File: src/rtl/sfft_pkg.sv
// Shared constants for the audio front end and the SFFT pipeline.
// No logic; types and defaults only.
// Bin-frequency scaling in SFFT_Pipeline reuses DECIM_LOG2_DEF.
package sfft_pkg;
  localparam int SAMPLE_W       = 24;
  localparam int DECIM_LOG2_DEF = 2;
  typedef logic signed [SAMPLE_W-1:0] sample_t;
endpackage

File: src/rtl/sample_fifo.sv
// Synchronous FIFO with full/empty/count and a read port that holds its last popped word.
// Latency: a write is visible at the read port the cycle after it is accepted.
// Backpressure: writes are refused when full, unless a read happens in the same cycle.
module sample_fifo #(
  parameter int DEPTH = 8,
  parameter int WIDTH = 24
) (
  input  logic                     clk,
  input  logic                     reset,
  input  logic                     wr_en,
  input  logic [WIDTH-1:0]         wr_dat,
  input  logic                     rd_en,
  output logic [WIDTH-1:0]         rd_dat,
  output logic                     full,
  output logic                     empty,
  output logic [$clog2(DEPTH):0]   count
);
  localparam int AW = $clog2(DEPTH);

  logic [WIDTH-1:0] mem [DEPTH];
  logic [AW:0]      wr_ptr;
  logic [AW:0]      rd_ptr;
  logic [WIDTH-1:0] hold_q;
  logic             do_rd;
  logic             do_wr;

  assign count  = wr_ptr - rd_ptr;
  assign empty  = (wr_ptr == rd_ptr);
  assign full   = (wr_ptr[AW] != rd_ptr[AW]) && (wr_ptr[AW-1:0] == rd_ptr[AW-1:0]);
  assign do_rd  = rd_en && !empty;
  assign do_wr  = wr_en && (!full || do_rd);
  // When drained, the port keeps showing the last word handed out.
  assign rd_dat = empty ? hold_q : mem[rd_ptr[AW-1:0]];

  always_ff @(posedge clk or posedge reset) begin
    if (reset) begin
      wr_ptr <= '0;
      rd_ptr <= '0;
      hold_q <= '0;
      for (int i = 0; i < DEPTH; i++) mem[i] <= '0;
    end else begin
      if (do_wr) begin
        mem[wr_ptr[AW-1:0]] <= wr_dat;
        wr_ptr              <= wr_ptr + 1'b1;
      end
      if (do_rd) begin
        hold_q <= mem[rd_ptr[AW-1:0]];
        rd_ptr <= rd_ptr + 1'b1;
      end
    end
  end
endmodule

File: src/rtl/audio_decimator.sv
// Stereo-to-mono averaging and box-car decimation of codec samples into a valid/ready FIFO.
// Latency: 3 cycles from the advance edge of a group's last sample to sample_valid.
// Backpressure: pipeline never stalls; a result arriving at a full FIFO is dropped and counted.
module audio_decimator
  import sfft_pkg::*;
#(
  parameter int IN_W       = SAMPLE_W,
  parameter int DECIM_LOG2 = DECIM_LOG2_DEF,
  parameter int FIFO_DEPTH = 8
) (
  input  logic            clk,
  input  logic            reset,
  input  logic [IN_W-1:0] adc_left,
  input  logic [IN_W-1:0] adc_right,
  input  logic            advance,
  input  logic            enable,
  output logic [IN_W-1:0] sample_out,
  output logic            sample_valid,
  input  logic            sample_ready,
  output logic [15:0]     overflow_count
);
  localparam int ACC_W = IN_W + DECIM_LOG2;
  localparam int PH_W  = (DECIM_LOG2 > 0) ? DECIM_LOG2 : 1;
  localparam logic [PH_W-1:0] PH_LAST = PH_W'((1 << DECIM_LOG2) - 1);

  logic                    advance_q;
  logic                    adv_edge;
  logic                    cap_vld;
  logic [IN_W-1:0]         cap_l;
  logic [IN_W-1:0]         cap_r;
  logic [IN_W:0]           mono_sum;
  logic                    mono_vld;
  logic signed [IN_W-1:0]  mono_q;
  logic signed [ACC_W-1:0] mono_ext;
  logic signed [ACC_W-1:0] acc_q;
  logic signed [ACC_W-1:0] acc_nxt;
  logic [PH_W-1:0]         phase_q;
  logic                    push;
  logic [IN_W-1:0]         avg_dat;
  logic                    pop;
  logic                    push_ok;
  logic                    fifo_full;
  logic                    fifo_empty;
  logic [$clog2(FIFO_DEPTH):0] fifo_count;

  assign adv_edge = advance && !advance_q && enable;

  // One extra bit holds L+R exactly; dropping bit 0 is the floor halving.
  assign mono_sum = {cap_l[IN_W-1], cap_l} + {cap_r[IN_W-1], cap_r};
  assign mono_ext = ACC_W'(mono_q);
  assign acc_nxt  = (phase_q == '0) ? mono_ext : acc_q + mono_ext;
  assign push     = mono_vld && enable && (phase_q == PH_LAST);
  assign avg_dat  = IN_W'(acc_nxt >>> DECIM_LOG2);

  assign sample_valid = !fifo_empty;
  assign pop          = sample_valid && sample_ready;
  assign push_ok      = !fifo_full || pop;

  // advance_q resets high so a strobe held through reset release is not a new sample.
  always_ff @(posedge clk or posedge reset) begin
    if (reset) advance_q <= 1'b1;
    else       advance_q <= advance;
  end

  always_ff @(posedge clk or posedge reset) begin
    if (reset) begin
      cap_vld  <= 1'b0;
      cap_l    <= '0;
      cap_r    <= '0;
      mono_vld <= 1'b0;
      mono_q   <= '0;
      acc_q    <= '0;
      phase_q  <= '0;
    end else if (!enable) begin
      cap_vld  <= 1'b0;
      mono_vld <= 1'b0;
      acc_q    <= '0;
      phase_q  <= '0;
    end else begin
      cap_vld  <= adv_edge;
      if (adv_edge) begin
        cap_l <= adc_left;
        cap_r <= adc_right;
      end
      mono_vld <= cap_vld;
      if (cap_vld) mono_q <= mono_sum[IN_W:1];
      if (mono_vld) begin
        acc_q   <= acc_nxt;
        phase_q <= (phase_q == PH_LAST) ? '0 : phase_q + 1'b1;
      end
    end
  end

  always_ff @(posedge clk or posedge reset) begin
    if (reset) overflow_count <= '0;
    else if (push && !push_ok && overflow_count != 16'hFFFF) overflow_count <= overflow_count + 16'd1;
  end

  sample_fifo #(
    .DEPTH (FIFO_DEPTH),
    .WIDTH (IN_W)
  ) u_fifo (
    .clk    (clk),
    .reset  (reset),
    .wr_en  (push),
    .wr_dat (avg_dat),
    .rd_en  (pop),
    .rd_dat (sample_out),
    .full   (fifo_full),
    .empty  (fifo_empty),
    .count  (fifo_count)
  );

  assert property (@(posedge clk) disable iff (reset) int'(fifo_count) <= FIFO_DEPTH);
endmodule

File: config.mk
export PLATFORM = sky130hd
export DESIGN_NAME = audio_decimator
export DESIGN_NICKNAME = d
export VERILOG_FILES = /design/src/rtl/sfft_pkg.sv /design/src/rtl/sample_fifo.sv /design/src/rtl/audio_decimator.sv
export SDC_FILE = /design/constraint.sdc
export NUM_CORES = 1
export LEC_CHECK = 0
export CAP_MARGIN = 0
export CORE_MARGIN = 2
export CORE_UTILIZATION = 40
export CTS_CLUSTER_SIZE = 30
export DETAILED_ROUTE_END_ITERATION = 12
export PLACE_DENSITY = 0.55
export SYNTH_ARGS = -nofsm -noshare
export SYNTH_HDL_FRONTEND = slang
export SYNTH_SLANG_ARGS = --single-unit
File: constraint.sdc
create_clock -name clk -period 11.2 [get_ports clk]
set_input_delay 1.12 -clock clk [delete_from_list [all_inputs] [get_ports clk]]
set_output_delay 1.12 -clock clk [all_outputs]
set_load 0.005 [all_outputs]
==> impl_results.html <==
<table>
<tr><th>Metric</th><th>Value</th></tr>
<tr><th colspan="2">Flow run</th></tr>
<tr><td>Count of maximum capacitance violations</td><td>0</td></tr>
<tr><th colspan="2">Clocking</th></tr>
<tr><td>CTS tree</td><td>yes</td></tr>
<tr><td>Hold-fix buffers, CTS</td><td>0</td></tr>
<tr><td>Count of H-tree levels built during CTS</td><td>2</td></tr>
<tr><td>CTS root buffer</td><td>clkbuf_16</td></tr>
<tr><td>Longest Clk Path Bufs</td><td>3</td></tr>
<tr><td>CTS resizes</td><td>0</td></tr>
<tr><td>Reg clk slew, reported paths</td><td>about 0.06 ns</td></tr>
<tr><td>Post-CTS setup buffer count</td><td>0</td></tr>
<tr><td>Clock Latency Late Sink</td><td>0.55 ns</td></tr>
<tr><td>CTS buffer count</td><td>39</td></tr>
<tr><td>Number of clock sinks seen by CTS</td><td>between 300 and 400</td></tr>
<tr><th colspan="2">Final layout</th></tr>
<tr><td>Fraction of the core area covered by cells at the end of the flow</td><td>46.6%</td></tr>
<tr><td>Synth-to-Final Area Change</td><td>15.9%</td></tr>
<tr><td>Fraction of layout cells with a size suffix above 1</td><td>approximately 7.9%</td></tr>
<tr><td>Layout Nets</td><td>1,884</td></tr>
<tr><td>Fin cells</td><td>~2,300</td></tr>
<tr><td>ANT cells</td><td>0</td></tr>
<tr><th colspan="2">Critical path</th></tr>
<tr><td>Startpoint class of the critical path</td><td>flop</td></tr>
<tr><td>Worst-path fanout max</td><td>33</td></tr>
<tr><td>Family with the most delay on the worst path</td><td>buffers and inverters</td></tr>
<tr><td>Slowest cell on the critical path</td><td>dfrtp_4</td></tr>
<tr><td>Worst path required time</td><td>between 10 and 15 ns</td></tr>
<tr><td>Slowest Stage Delay on Critical Path</td><td>approximately 0.67 ns</td></tr>
<tr><td>Crit end category</td><td>output pin</td></tr>
<tr><td>Worst-path cell chain</td><td>buf_4, mux4_2, mux2i_1, a21oi_1, clkdlybuf4s50_1</td></tr>
<tr><td>Sum of buffers and inverters on the critical path</td><td>2</td></tr>
<tr><td>Critical path class</td><td>reg2out</td></tr>
<tr><td>Worst Path Arrival</td><td>around 3.5 ns</td></tr>
<tr><th colspan="2">Detailed routing</th></tr>
<tr><td>DR iter-0 viols</td><td>about 650</td></tr>
<tr><td>Per-cell via count in the routed design</td><td>between 5 and 6</td></tr>
<tr><td>Number of detailed-route iterations in the first pass</td><td>5</td></tr>
<tr><td>Via count</td><td>12,200</td></tr>
<tr><td>Total routed wirelength</td><td>38.3 mm</td></tr>
<tr><td>DRC errors left</td><td>0</td></tr>
<tr><td>Number of nets still failing antenna checks after routing</td><td>0</td></tr>
<tr><td>WL per Instance</td><td>16.3 um</td></tr>
<tr><th colspan="2">Power and ir drop</th></tr>
<tr><td>Leak pwr</td><td>roughly 9 nW</td></tr>
<tr><td>Power per Cell Area</td><td>181 nW/um2</td></tr>
<tr><td>Max VDD drop</td><td>approximately 0.0001 V</td></tr>
<tr><th colspan="2">Yosys</th></tr>
<tr><td>Proportion of synthesized chip area in sequential cells</td><td>between 50% and 60%</td></tr>
<tr><td>Synth Warn #</td><td>0</td></tr>
<tr><td>Top flip-flop cell by instance count after synthesis</td><td>dfrtp_1</td></tr>
<tr><td>Net count after synthesis</td><td>about 1,800</td></tr>
<tr><td>Count of different cell masters after synthesis</td><td>54</td></tr>
<tr><td>Mapped cell area</td><td>~17,000 um2</td></tr>
<tr><td>Post-Synthesis Mean Instance Area</td><td>approximately 10 um2</td></tr>
<tr><td>Cells after Synth</td><td>1,723</td></tr>
<tr><td>Number of synthesized flops with an enable pin</td><td>0</td></tr>
<tr><td>#FFs+latches synth</td><td>roughly 340</td></tr>
<tr><td>Async SR Flop Fraction</td><td>100%</td></tr>
<tr><th colspan="2">Global routing</th></tr>
<tr><td>Global route overflow</td><td>0</td></tr>
<tr><td>Number of global-route vias before repair</td><td>between 10,000 and 15,000</td></tr>
<tr><td>Overall fraction of global-route tracks in use</td><td>a little under a fifth</td></tr>
<tr><td>Antenna violations before repair</td><td>0</td></tr>
<tr><td>Global-route wire length before repair</td><td>roughly 65 mm</td></tr>
<tr><td>Maximum number of pins on one net before global-route repair</td><td>roughly 160</td></tr>
<tr><th colspan="2">Placed design</th></tr>
<tr><td>Detailed placement HPWL</td><td>approximately 25 mm</td></tr>
<tr><td>PortBufs</td><td>93</td></tr>
<tr><td>Cell count after placement</td><td>about 2,300</td></tr>
<tr><td>Final weighted congestion in routability-driven placement</td><td>between 0.8 and 0.9</td></tr>
<tr><th colspan="2">STA</th></tr>
<tr><td>Worst-margin pin slew</td><td>about 1.0 ns</td></tr>
<tr><td>Final critical-path required period</td><td>about 4.6 ns</td></tr>
<tr><td>Slew Limit Headroom</td><td>a little under a third</td></tr>
<tr><td>Final cycle utilization of the critical path</td><td>between 40 and 50%</td></tr>
<tr><td>Sum of negative setup slack</td><td>0 ns</td></tr>
<tr><td>Count of endpoints failing setup in the final report</td><td>0</td></tr>
<tr><td>Clock skew</td><td>about 0.024 ns</td></tr>
<tr><td>Setup repair after global routing missed its margin</td><td>no</td></tr>
<tr><td>Count of final hold-check violations</td><td>0</td></tr>
<tr><td>Final Max Tran Viols</td><td>0</td></tr>
<tr><td>Fmax</td><td>approximately 220 MHz</td></tr>
<tr><th colspan="2">Floorplanning</th></tr>
<tr><td>Number of rows created at floorplan</td><td>75</td></tr>
<tr><td>Core region area</td><td>~42,000 um2</td></tr>
<tr><td>Ports placed on the boundary</td><td>94</td></tr>
<tr><td>Die Outline Area</td><td>around 44,000 um2</td></tr>
<tr><td>Die Span Y</td><td>between 200 and 250 um</td></tr>
<tr><td>Starting density of the core</td><td>40.3%</td></tr>
<tr><td>Horizontal extent of the die</td><td>209 um</td></tr>
<tr><th colspan="2">Hold path</th></tr>
<tr><td>Class of the worst hold path</td><td>reg2reg</td></tr>
<tr><th colspan="2">Status</th></tr>
<tr><td>Status</td><td>complete, no violations</td></tr>
</table>
cells by family after synthesis:
logic type                 count (synthesis)  share of synthesized area [%]
AOI/OAI and AO/OA                        448                           15.2
and+or+nand+nor                          608                           14.7
DFF                                      343                           51.1
adders and majority gates                 55                           4.18
muxes                                     86                           8.72
buffers and inverters                    115                           2.57
xor gates and xnor gates                  68                           3.54
state kept, by name, summed over array words and instances, names as in the netlist:
signal and cells:
u_fifo.mem 192, acc_q 26, cap_l 24, cap_r 24, mono_q 24, u_fifo.hold_q 24, overflow_count 16, u_fifo.rd_ptr 4
u_fifo.wr_ptr 4, phase_q 2, advance_q 1, cap_vld 1, mono_vld 1
placed cells by master (no fill, tap or decap), types with 11 or more instances in the layout:
master and instances:
a31oi_1 15, clkdlybuf4s50_1 93, clkbuf_1 11, mux2i_1 34, ha_1 53, xor2_1 26, buf_4 18, dfrtp_1 340
mux4_2 48, nand3_1 19, a211oi_1 35, clkbuf_16 39, o21ai_0 242, nor3_1 11, nor2_1 112, nand2_1 408
a21oi_1 93, inv_1 13, a21o_1 27, xnor2_1 42
cell type report:
cell class	count	area, um2
inverters	15	63.8
clock inverters	11	129
multi-input cells	1265	7800
clock buffers	59	1140
well taps	539	674
repair buffers	112	1090
fillers	3957	22300
flip-flops and latches	343	8590
per-layer routing:
| layer | wire (um) | share of wire (%) | global-route usage, % | vias to the layer above |
|---|---|---|---|---|
| met3 | 1320 | 3.4 | 2.51 | 52 |
| met4 | 721 | 1.9 | 4.36 | 0 |
| met2 | 17600 | 46 | 29.4 | 203 |
| met1 | 18700 | 49 | 26.1 | 5822 |
| li1 | - | - | - | 6104 |
| met5 | 0 | 0 | 0 | - |
synthesized netlist by cell type, types with 2 or more instances:
cell,instances,area share [%]
mux2_2,4,0.27
xor2_1,26,1.4
and3_1,9,0.33
a21oi_1,93,2.8
ha_1,53,3.9
xnor2_1,42,2.2
a41oi_1,3,0.16
o21ai_0,242,7.2
a211oi_1,35,1.6
nand3b_1,2,0.089
clkbuf_1,89,2.0
o41ai_1,2,0.10
o31a_1,2,0.10
a31oi_1,15,0.56
a221oi_1,2,0.10
a311o_1,2,0.12
mux2i_1,34,2.0
inv_1,14,0.31
nor2b_1,10,0.37
a21o_1,27,1.2
and4_1,3,0.16
mux4_2,48,6.4
o21bai_1,7,0.31
and2_1,6,0.22
nor2_1,112,2.5
dfrtp_1,342,51
nand3_1,19,0.57
buf_1,10,0.22
nor3_1,11,0.33
or3_1,5,0.19
or2_2,4,0.15
fa_1,2,0.24
o21a_1,7,0.31
nand2_1,408,9.1
nand2b_1,8,0.30
nand4_1,7,0.26
tightest hold or removal path, delay by kind of cell, from the launching register on:
| kind | cells | cell delay [ns] |
|---|---|---|
| flip-flops | 1 | 0.33 |
| AO/OA/AOI/OAI | 1 | 0.06 |
| AND/OR/NAND/NOR | 1 | 0.04 |
path summary, 6_finish.rpt:
path | startpoint | endpoint | slack [ns] | cells past startpoint
min in group asynchronous | reset | cap_l[2] | 1.15 | 2
min reg2reg | u_fifo.mem[28] | u_fifo.mem[28] | 0.47 | 2
max reg2reg | mono_q[0] | u_fifo.mem[142] | 7.23 | 11
max in group asynchronous | reset | u_fifo.rd_ptr[1] | 7.79 | 4
min | u_fifo.mem[28] | u_fifo.mem[28] | 0.47 | 2
max | u_fifo.rd_ptr[0] | sample_out[12] | 6.58 | 5
stage by stage:
stage	setup WS [ns]	hold slack [ns]	area, um2	total power (W)
after floorplan	0.573	0.445	16800	0.00203
after global placement	7.06	0.457	18200	0.00230
after detailed placement	6.98	0.465	18200	0.00231
after CTS	6.48	0.479	19500	0.00359
after global routing	6.40	0.496	19500	0.00375
final	6.58	0.472	19500	0.00353
where the power goes:
| part | switching, W | total, W | internal, W |
|---|---|---|---|
| Sequential | 0.0000817 | 0.00140 | 0.00132 |
| Combinational | 0.000520 | 0.000874 | 0.000354 |
| Clock | 0.000508 | 0.00126 | 0.000752 |
No activity file was read; power rests on OpenSTA's default activity.
